===== config.mk =====
export PLATFORM = sky130hd
export DESIGN_NAME = seg_scan_rx
export DESIGN_NICKNAME = d
export VERILOG_FILES = /design/src/rtl/seg_pkg.sv /design/src/rtl/seg_hex_decode.sv /design/src/rtl/seg_scan_rx.sv
export SDC_FILE = /design/constraint.sdc
export NUM_CORES = 1
export LEC_CHECK = 0
export BUFFER_PORTS_ARGS = -buffer_cell sky130_fd_sc_hd__buf_2
export CAP_MARGIN = 20
export CORE_ASPECT_RATIO = 0.6
export CORE_UTILIZATION = 60
export DETAILED_ROUTE_END_ITERATION = 8
export GPL_TIMING_DRIVEN = 0
export PLACE_DENSITY = 0.82
export SETUP_SLACK_MARGIN = 0.15
export SLEW_MARGIN = 25
export SYNTH_ARGS = -nofsm -noshare
export SYNTH_HDL_FRONTEND = slang
export SYNTH_SLANG_ARGS = --single-unit

===== constraint.sdc =====
create_clock -name clk -period 9.2 [get_ports clk]
set_input_delay 0.92 -clock clk [delete_from_list [all_inputs] [get_ports clk]]
set_output_delay 0.92 -clock clk [all_outputs]
set_load 0.02 [all_outputs]

===== src/rtl/seg_pkg.sv =====
// seg_pkg: shared definitions for the seven-segment scan bus.
//   - segment bit indices (bit0 = a ... bit6 = g, bit7 = dp)
//   - active-high hex glyphs 0-9, A, b, C, d, E, F (shared with transmit-side encoders)
//   - receiver FSM state enum
package seg_pkg;

    localparam int SEG_A  = 0;
    localparam int SEG_B  = 1;
    localparam int SEG_C  = 2;
    localparam int SEG_D  = 3;
    localparam int SEG_E  = 4;
    localparam int SEG_F  = 5;
    localparam int SEG_G  = 6;
    localparam int SEG_DP = 7;

    typedef enum logic {
        ST_SETTLE   = 1'b0,
        ST_CAPTURED = 1'b1
    } scan_state_e;

    // Active-high segment pattern (g..a) for a hex nibble.
    function automatic logic [6:0] hex_seg(input logic [3:0] nib);
        logic [6:0] pat;
        case (nib)
            4'h0:    pat = 7'h3F;
            4'h1:    pat = 7'h06;
            4'h2:    pat = 7'h5B;
            4'h3:    pat = 7'h4F;
            4'h4:    pat = 7'h66;
            4'h5:    pat = 7'h6D;
            4'h6:    pat = 7'h7D;
            4'h7:    pat = 7'h07;
            4'h8:    pat = 7'h7F;
            4'h9:    pat = 7'h6F;
            4'hA:    pat = 7'h77;
            4'hB:    pat = 7'h7C;
            4'hC:    pat = 7'h39;
            4'hD:    pat = 7'h5E;
            4'hE:    pat = 7'h79;
            4'hF:    pat = 7'h71;
            default: pat = 7'h00;
        endcase
        return pat;
    endfunction

endpackage


===== src/rtl/seg_hex_decode.sv =====
// seg_hex_decode: combinational active-high segment pattern -> {valid, nibble}.
// The decimal point is ignored; unknown patterns give valid=0, nibble=0.
// Ports:
//   seg     in  8  active-high segments (bit0 = a ... bit7 = dp)
//   valid   out 1  pattern is one of the 16 hex glyphs
//   nibble  out 4  decoded value (0 when not valid)
module seg_hex_decode
    import seg_pkg::*;
(
    input  logic [7:0] seg,
    output logic       valid,
    output logic [3:0] nibble
);

    // Glyphs are unique, so OR-ing all matches selects at most one value.
    always_comb begin
        valid  = 1'b0;
        nibble = 4'h0;
        for (int k = 0; k < 16; k++) begin
            valid  = valid | (seg[SEG_G:SEG_A] == hex_seg(4'(k)));
            nibble = nibble | ((seg[SEG_G:SEG_A] == hex_seg(4'(k))) ? 4'(k) : 4'h0);
        end
    end

endmodule


===== src/rtl/seg_scan_rx.sv =====
// seg_scan_rx: receiver for the multiplexed seven-segment scan bus.
// Samples {anodes, cathodes}, waits for each digit slot to be stable for
// STABLE_CYCLES samples, rebuilds a DIGITS-wide frame and strobes it out.
// Optional feature macro: SEG_HEX_DECODE_EN adds frame_hex / hex_valid.
// Ports:
//   clk          in   1          system clock, rising edge
//   rst          in   1          synchronous active-high reset
//   anodes       in   DIGITS     digit enables, active-low
//   cathodes     in   8          segments, active-low (bit0 = a ... bit7 = dp)
//   frame_seg    out  DIGITS*8   captured frame, active-high, digit i at [8i+7:8i]
//   frame_valid  out  1          one-cycle strobe when frame_seg updates
//   err_multi    out  1          pulse: stable sample with more than one anode low
//   lost         out  1          level: no capture within TIMEOUT_CYCLES
//   frame_hex    out  DIGITS*4   decoded digits        (SEG_HEX_DECODE_EN only)
//   hex_valid    out  DIGITS     per-digit decode flag (SEG_HEX_DECODE_EN only)
// Parameters: STABLE_CYCLES >= 2, TIMEOUT_CYCLES >= 2, DIGITS >= 2.
module seg_scan_rx
    import seg_pkg::*;
#(
    parameter int DIGITS         = 8,
    parameter int STABLE_CYCLES  = 4,
    parameter int TIMEOUT_CYCLES = 65536
) (
    input  logic                  clk,
    input  logic                  rst,
    input  logic [DIGITS-1:0]     anodes,
    input  logic [7:0]            cathodes,
    output logic [DIGITS*8-1:0]   frame_seg,
    output logic                  frame_valid,
    output logic                  err_multi,
    output logic                  lost
`ifdef SEG_HEX_DECODE_EN
    ,
    output logic [DIGITS*4-1:0]   frame_hex,
    output logic [DIGITS-1:0]     hex_valid
`endif
);

    localparam int SW = $clog2(STABLE_CYCLES);
    localparam int TW = $clog2(TIMEOUT_CYCLES);
    localparam int IW = $clog2(DIGITS);
    localparam int CW = $clog2(DIGITS + 1);
    localparam logic [SW-1:0] STAB_MAX = SW'(STABLE_CYCLES - 1);
    localparam logic [TW-1:0] TO_MAX   = TW'(TIMEOUT_CYCLES - 1);

    logic [DIGITS+7:0]   sample_r;
    logic [SW-1:0]       stab_cnt_r;
    scan_state_e         state_r;
    logic [DIGITS*8-1:0] frame_buf_r;
    logic [DIGITS-1:0]   seen_r;
    logic [TW-1:0]       to_cnt_r;

    logic [CW-1:0]       low_cnt_s;
    logic [IW-1:0]       digit_idx_s;
    logic                change_s;
    logic                eval_s;
    logic                cap_s;
    logic                multi_s;
    logic                full_s;
    logic                to_max_s;

    // Count low anodes in the held sample and locate the selected digit.
    always_comb begin
        low_cnt_s   = {CW{1'b0}};
        digit_idx_s = {IW{1'b0}};
        for (int i = 0; i < DIGITS; i++) begin
            low_cnt_s   = low_cnt_s + {{(CW-1){1'b0}}, ~sample_r[8+i]};
            digit_idx_s = sample_r[8+i] ? digit_idx_s : IW'(i);
        end
    end

    assign change_s = ({anodes, cathodes} != sample_r);
    // The held sample has been identical for STABLE_CYCLES presentations.
    assign eval_s   = (state_r == ST_SETTLE) && (stab_cnt_r == STAB_MAX);
    assign cap_s    = eval_s && (low_cnt_s == CW'(1));
    assign multi_s  = eval_s && (low_cnt_s > CW'(1));
    assign full_s   = (seen_r == {DIGITS{1'b1}});
    assign to_max_s = (to_cnt_r == TO_MAX);

    // Scan FSM, digit buffer, frame assembly and link timeout.
    always_ff @(posedge clk) begin
        if (rst) begin
            // All-ones matches an idle bus, so a blank start needs no extra settle.
            sample_r    <= {(DIGITS+8){1'b1}};
            stab_cnt_r  <= {SW{1'b0}};
            state_r     <= ST_SETTLE;
            frame_buf_r <= {(DIGITS*8){1'b0}};
            seen_r      <= {DIGITS{1'b0}};
            to_cnt_r    <= {TW{1'b0}};
            frame_seg   <= {(DIGITS*8){1'b0}};
            frame_valid <= 1'b0;
            err_multi   <= 1'b0;
            lost        <= 1'b1;
        end else begin
            sample_r <= {anodes, cathodes};

            if (change_s) begin
                stab_cnt_r <= {SW{1'b0}};
            end else if (stab_cnt_r != STAB_MAX) begin
                stab_cnt_r <= stab_cnt_r + 1'b1;
            end else begin
                stab_cnt_r <= stab_cnt_r;
            end

            // A change arriving in the evaluation cycle restarts settling at once,
            // so the new value still gets its own evaluation.
            case (state_r)
                ST_SETTLE:   state_r <= (eval_s && !change_s) ? ST_CAPTURED : ST_SETTLE;
                ST_CAPTURED: state_r <= change_s ? ST_SETTLE : ST_CAPTURED;
                default:     state_r <= ST_SETTLE;
            endcase

            err_multi <= multi_s;

            if (cap_s) begin
                frame_buf_r[8*digit_idx_s +: 8] <= ~sample_r[7:0];
            end

            // Completion and timeout both discard seen; a capture in the timeout
            // cycle takes precedence, so a completing digit is never lost.
            if (full_s) begin
                frame_seg   <= frame_buf_r;
                frame_valid <= 1'b1;
                seen_r      <= {DIGITS{1'b0}};
            end else if (cap_s) begin
                frame_valid         <= 1'b0;
                seen_r[digit_idx_s] <= 1'b1;
            end else if (to_max_s) begin
                frame_valid <= 1'b0;
                seen_r      <= {DIGITS{1'b0}};
            end else begin
                frame_valid <= 1'b0;
            end

            if (cap_s) begin
                to_cnt_r <= {TW{1'b0}};
                lost     <= 1'b0;
            end else if (to_max_s) begin
                lost     <= 1'b1;
            end else begin
                to_cnt_r <= to_cnt_r + 1'b1;
            end
        end
    end

`ifdef SEG_HEX_DECODE_EN
    logic [DIGITS-1:0]   dec_valid_s;
    logic [DIGITS*4-1:0] dec_nib_s;

    for (genvar g = 0; g < DIGITS; g++) begin : g_dec
        seg_hex_decode u_dec (
            .seg    (frame_buf_r[8*g +: 8]),
            .valid  (dec_valid_s[g]),
            .nibble (dec_nib_s[4*g +: 4])
        );
    end

    // Decoded view updates on the same edge as frame_seg.
    always_ff @(posedge clk) begin
        if (rst) begin
            frame_hex <= {(DIGITS*4){1'b0}};
            hex_valid <= {DIGITS{1'b0}};
        end else if (full_s) begin
            frame_hex <= dec_nib_s;
            hex_valid <= dec_valid_s;
        end else begin
            frame_hex <= frame_hex;
            hex_valid <= hex_valid;
        end
    end
`endif

endmodule


==> results of run 1 <==
power breakdown:
group	total [mW]	leakage (nW)	switching (mW)	internal (mW)
Combinational	0.0910	1.38	0.0614	0.0296
Clock	0.723	0.286	0.299	0.424
Sequential	0.763	1.41	0.00515	0.758
Total	1.58	3.07	0.365	1.21
state kept, by name, indices dropped and copies added, names as in the netlist, 2 cells and up:
name	count
sample_r	16
frame_seg	64
frame_buf_r	64
stab_cnt_r	2
to_cnt_r	16
seen_r	8
cells in the final DEF, fill, tap and decap left out, types with 3 or more instances in the layout:
cell | Yosys | routed
dfxtp_1 | 174 | 174
buf_2 | 4 | 88
a22o_1 | 64 | 64
nor2_1 | 38 | 38
a211oi_1 | 38 | 38
a21oi_1 | 37 | 37
clkbuf_1 | 31 | 32
nand2b_1 | 30 | 30
mux2i_1 | 28 | 28
or2_2 | 18 | 18
nand2_1 | 17 | 17
clkbuf_16 | 0 | 17
xor2_1 | 16 | 16
xnor2_1 | 12 | 12
inv_1 | 11 | 11
nor3_1 | 10 | 10
nand4_1 | 9 | 9
and2_1 | 8 | 8
buf_1 | 7 | 7
nand3_1 | 7 | 7
ha_1 | 7 | 7
buf_4 | 6 | 6
a32o_1 | 6 | 6
nor4_1 | 5 | 5
or2b_1 | 4 | 4
fa_1 | 4 | 4
and3_1 | 3 | 3
clkinv_4 | 0 | 3
clkbuf_8 | 0 | 3
clkinvlp_4 | 0 | 3
kinds of logic (layout without fill, tap and decap cells):
family,count (synthesis),after routing
simple gates,166,166
mux,28,28
xor+xnor,28,28
fa+ha+maj,11,11
compound gates,154,154
buf+inv,60,176
flops,174,174
layout make-up:
class                      instances  area, um2
clock inverter                    11      131.4
sequential                       174       3483
tap                              139      173.9
inverter                          11      41.29
timing repair buffer              84      420.4
buffer                            49      219.0
clock buffer                      21      470.5
fill                             755       2843
multi-input combinational        387       2813
worst min path at each step:
stage | slack, ns | cells after the start | to | from
finish | 0.46 | 1 | err_multi | state_r
floorplan | 0.41 | 1 | err_multi | state_r
CTS | 0.46 | 1 | err_multi | state_r
global placement | 0.44 | 1 | err_multi | state_r
detailed placement | 0.44 | 1 | err_multi | state_r
global route | 0.48 | 1 | frame_seg[31] | frame_buf_r[31]
per-layer routing:
layer	global-route usage, %	vias up	share of wire [%]
met5	0	-	0
met4	10.89	0	1.1
met3	6.593	16	7.9
met2	42.52	227	43
met1	43.11	2545	48
li1	-	2430	-
metrics by stage:
step	total power [mW]	cells	hold slack (ns)
final	1.577	876	0.4563
after global routing	1.625	876	0.4805
after CTS	1.582	876	0.4581
after detailed placement	0.8680	844	0.4384
after global placement	0.8640	844	0.4420
after floorplan	0.8396	621	0.4135
==> qor.csv, run 1 <==
stage,metric,value,unit
power,leakage,3.072,nW
synthesis,Synth Net Count,650,
route,initial drt markers,377,
sta,Final period util,50.63,%
global_routing,total grt overflow,0,
synthesis,fraction of registers with async set/reset,0,%
synthesis,Post-Synth Simple-Gate Area,14.52,%
clocking,"Hold-fix buffers, CTS",0,
critical_path,"Data required, critical path",9.52,ns
sta,highest clock rate,0.2147,GHz
placed_design,final weighted congestion in routability-driven placement,0.8335,
critical_path,"Max FO, Critical Path",10,
die,Die Width,137.0,um
clocking,Sink Count,174,
critical_path,Critical Path Max Stage Delay,0.54,ns
synthesis,synth warn,0,
synthesis,"FF+latch count, synth",174,
global_routing,largest net degree at the start of global routing,17,
synthesis,post-synthesis cell count,621,
clocking,Post-CTS Resized,0,
clocking,CTS tree,done,
global_routing,first-pass GRT wire length,25690,um
clocking,worst skew pair latency,0.43,ns
placed_design,port buffer count,84,
finish,P&R area growth vs syn,18.24,%
critical_path,Buf/Inv on CP,5,
clocking,number of buffers created by CTS,17,
sta,slew margin rel.,32.38,%
route,routed wirelength normalized by instance count,18.22,um
finish,layout cells sized above 1,20.76,%
sta,clock skew,0.01331,ns
finish,fin util,73.17,%
synthesis,post-synthesis cell type count,47,
route,vias,5218,
die,FP Rows,29,
die,Ports,85,
sta,worst-margin pin slew,1.005,ns
synthesis,top_reg_cell synth,dfxtp_1,
critical_path,crit path kind,flop to flop,
global_routing,vias in the first global route,5032,
route,drc violations,0,
critical_path,CP Depth,15,
sta,post-layout min period,4.658,ns
synthesis,Compound-Gate Fraction of Synth Area,17.81,%
synthesis,largest area contributor in the netlist,dfxtp_1,
route,drt pass-1 iters,5,
die,Die Area,11360,um2
placed_design,pre-CTS setup slack,4.625,ns
synthesis,cell area after synthesis,6556,um2
critical_path,CP endpoint kind,flop,
critical_path,Worst path slowest cell,a311oi_1,
synthesis,sequential share of the synthesized area,53.13,%
clocking,maximum level of the CTS H-tree,4,
placed_design,Area after DPL,7151,um2
die,die height,82.97,um
critical_path,CP Data Arrival Time,4.98,ns
route,Avg Vias per Cell,5.957,
critical_path,Reg-to-Reg End,frame_buf_r[63],
sta,RSZ-0062 raised after global routing,no,
critical_path,Worst setup SP type,flop,
critical_path,CP Capture Point,frame_buf_r[63],
synthesis,Synth area leaders,"dfxtp_1 53%, a22o_1 8.5%, a211oi_1 4.4%",
synthesis,top post-synthesis cells by count,"174 x dfxtp_1, 64 x a22o_1, 38 x a211oi_1, 38 x nor2_1, 37 x a21oi_1",
outcome,outcome,completed,
global_routing,total track usage,29.54,%
critical_path,r2r setup slk,4.54,ns
sta,Post-Route Setup TNS,0,ns
synthesis,Post-synth EDFFs,0,
route,Routed Antenna Nets,0,
route,Detailed Route WL,15960,um
power,Power Density,203.4,nW/um2
clocking,"Reg clk slew, reported paths",0.07,ns
clocking,Bufs on Longest Clock Path,2,
synthesis,top-count cell post-synth,dfxtp_1,
critical_path,kind of cell adding the most delay to the critical path,adder cells,
job,Max Cap Viol,0,
clocking,"Setup Fix Bufs, Post-CTS",0,
synthesis,largest family of logic cells by synthesized area,compound AO/OA/AOI/OAI gates,
synthesis,adder-cell area share of the yosys netlist,2.557,%
die,starting density of the core,61.88,%
power,maximum VDD drop,0.0001620,V
clocking,Root Buffer,clkbuf_16,
synthesis,Synth Area per Inst,10.56,um2
critical_path,"most used cell, CP",fa_1,
finish,# diodes,0,
global_routing,initial antenna violation count,0,
synthesis,Yosys top cell area share,53.13,%
sta,Setup WS post-layout,4.542,ns
die,core area,10600,um2
finish,Final Instance Area,7752,um2
critical_path,origin of the critical flop-to-flop path,sample_r[11],
placed_design,DP HPWL,11240,um
critical_path,CP Launch Point,sample_r[11],
critical_path,CP Cell Sequence,inv_1 -> fa_1 -> fa_1 -> inv_1 -> fa_1 -> inv_1 -> ha_1 -> fa_1 -> and4bb_2 -> a21oi_2 -> a311oi_1 -> buf_2 -> buf_4 -> a21oi_1 -> a211oi_1,
critical_path,R2R cell count,15,
sta,Final setup violation count,0,
synthesis,Synth Area in XOR/XNOR,3.740,%
synthesis,multiplexer area fraction after synthesis,4.275,%
sta,"Hold Vio Cnt, Final",0,
finish,nets,753,
hold_path,Worst Hold Class,flop to flop,
sta,Slew Limit Fails,0,
(Power assumes the default switching activity.)
==> run 2, diff against run 1 <==
--- a/config.mk
+++ b/config.mk
@@ -8,10 +8,10 @@
 export BUFFER_PORTS_ARGS = -buffer_cell sky130_fd_sc_hd__buf_2
 export CAP_MARGIN = 20
 export CORE_ASPECT_RATIO = 0.6
-export CORE_UTILIZATION = 60
+export CORE_UTILIZATION = 51
 export DETAILED_ROUTE_END_ITERATION = 8
 export GPL_TIMING_DRIVEN = 0
-export PLACE_DENSITY = 0.82
+export PLACE_DENSITY = 0.75
 export SETUP_SLACK_MARGIN = 0.15
 export SLEW_MARGIN = 25
 export SYNTH_ARGS = -nofsm -noshare
==> constraint.sdc (replaced) <==
create_clock -name clk -period 3.85 [get_ports clk]
set_input_delay 0.385 -clock clk [delete_from_list [all_inputs] [get_ports clk]]
set_output_delay 0.385 -clock clk [all_outputs]
set_load 0.02 [all_outputs]
==> qor.csv, run 2 (synthesis gave the netlist of run 1 again) <==
stage,metric,value,unit
outcome,outcome,finished with violations,
outcome,failing checks,negative setup slack,
finish,Final Instance Area,8686,um2
critical_path,Reg-to-Reg End,frame_buf_r[48],
critical_path,CP Capture Point,frame_buf_r[48],
placed_design,final weighted congestion in routability-driven placement,0.8492,
clocking,maximum level of the CTS H-tree,4,
die,FP Rows,31,
clocking,Root Buffer,clkbuf_16,
critical_path,R2R cell count,15,
clocking,Sink Count,174,
finish,Final Non-Filler Cells,928,
power,Total Power,3.918,mW
die,starting density of the core,53.32,%
critical_path,"Data required, critical path",4.19,ns
sta,post-layout min period,4.037,ns
sta,clock skew,0.007929,ns
route,Routed Antenna Nets,0,
critical_path,CP Data Arrival Time,4.38,ns
die,die height,89.83,um
sta,RSZ-0062 raised after global routing,yes,
power,maximum VDD drop,0.0003023,V
placed_design,port buffer count,84,
clocking,"Hold-fix buffers, CTS",0,
finish,# diodes,0,
sta,worst-margin pin slew,0.8397,ns
clocking,Bufs on Longest Clock Path,2,
critical_path,CP endpoint kind,flop,
sta,Slew Limit Fails,0,
route,drc violations,0,
hold_path,Worst Hold Class,primary input to flop,
finish,Seq. cell area,3490,um2
placed_design,pre-CTS setup slack,-0.3943,ns
sta,Post-Route Setup TNS,-9.435,ns
finish,fin util,70.64,%
die,Ports,85,
global_routing,total grt overflow,0,
finish,Regs by FF count,"frame_buf_r (64), frame_seg (64)",
critical_path,crit path kind,flop to flop,
clocking,worst skew pair latency,0.43,ns
route,routed wirelength normalized by instance count,19.70,um
sta,hold_ws,0.1719,ns
critical_path,CP Launch Point,sample_r[8],
finish,area of the multi-input gates,3261,um2
clocking,CTS tree,done,
finish,nets,779,
placed_design,Area after DPL,7348,um2
power,leakage,3.341,nW
critical_path,origin of the critical flop-to-flop path,sample_r[8],
sta,"Hold Vio Cnt, Final",0,
global_routing,largest net degree at the start of global routing,17,
die,core area,12300,um2
sta,Final period util,104.9,%
job,Max Cap Viol,0,
route,initial drt markers,377,
sta,Setup WS post-layout,-0.1871,ns
die,Die Area,13330,um2
global_routing,total track usage,27.45,%
global_routing,vias in the first global route,5291,
finish,most frequent cells in the layout,"171 x dfxtp_1, 84 x buf_2, 64 x a22o_1",
finish,Fill cells,826,
sta,slew margin rel.,44.02,%
finish,"commonest non-fill, non-tap cell in the layout",dfxtp_1,
route,drt pass-1 iters,5,
critical_path,Worst setup SP type,flop,
finish,P&R area growth vs syn,32.48,%
placed_design,DP HPWL,11780,um
critical_path,"Max FO, Critical Path",8,
sta,Final setup violation count,82,
clocking,number of buffers created by CTS,17,
clocking,"Reg clk slew, reported paths",0.06,ns
die,Die Width,148.4,um
global_routing,initial antenna violation count,0,
power,Power Density,451.1,nW/um2
route,vias,5382,
placed_design,placed instance count,870,
finish,layout cells sized above 1,35.26,%
global_routing,first-pass GRT wire length,28040,um
sta,highest clock rate,0.2477,GHz
route,Avg Vias per Cell,5.800,
critical_path,r2r setup slk,-0.19,ns
route,Detailed Route WL,18290,um
==> run 2: cell type report <==
class                           instances  area share (%)
Sequential cell                       174           40.18
Multi-Input combinational cell        387           37.54
Timing Repair Buffer                  110           8.398
Clock buffer                           21           5.416
Buffer                                 49           4.120
Tap cell                              165           2.377
Clock inverter                         11           1.498
Inverter                               11          0.4754
==> run 2: routing by layer <==
metal / track usage [%] / up-vias / part of all wire [%]
met1: 38.37 / 2627 / 45
met5: 0 / - / 0
li1: - / 2482 / -
met3: 7.259 / 45 / 7.3
met4: 8.763 / 0 / 2.2
met2: 41.12 / 228 / 45
==> run 2: worst min-delay path by stage <==
stage / startpoint / to / slack, ns / cells past startpoint
final: anodes[3] / sample_r[11] / 0.17 / 2
after floorplan: state_r / err_multi / 0.41 / 1
after detailed placement: seen_r[7] / seen_r[7] / 0.44 / 2
after global routing: cathodes[7] / sample_r[7] / 0.16 / 2
after global placement: state_r / err_multi / 0.44 / 1
after CTS: anodes[3] / sample_r[11] / 0.17 / 2
==> run 2: worst max-delay path, cell delays in order, from the launching register on <==
cell	delay, ns
dfxtp_2	0.34
inv_2	0.04
fa_1	0.48
fa_1	0.49
inv_1	0.05
fa_1	0.49
inv_2	0.05
ha_4	0.15
fa_1	0.45
and4bb_2	0.34
a21oi_4	0.10
buf_6	0.14
nor3_4	0.24
and3_4	0.24
buf_8	0.15
mux2i_1	0.21
==> run 2: report_power, final <==
part | switching (mW) | total [mW] | internal, mW
sequential | 0.0125 | 1.82 | 1.81
clock | 0.738 | 1.75 | 1.01
combinational | 0.201 | 0.342 | 0.141
==> run 2: repair_timing <==
action / 4_1_cts / 5_1_grt
gates cloned: 1 / 3
setup endpoints to repair: 88 / 90
pin swaps: 40 / 22
setup buffers: 15 / 7
gates resized for setup: 66 / 46
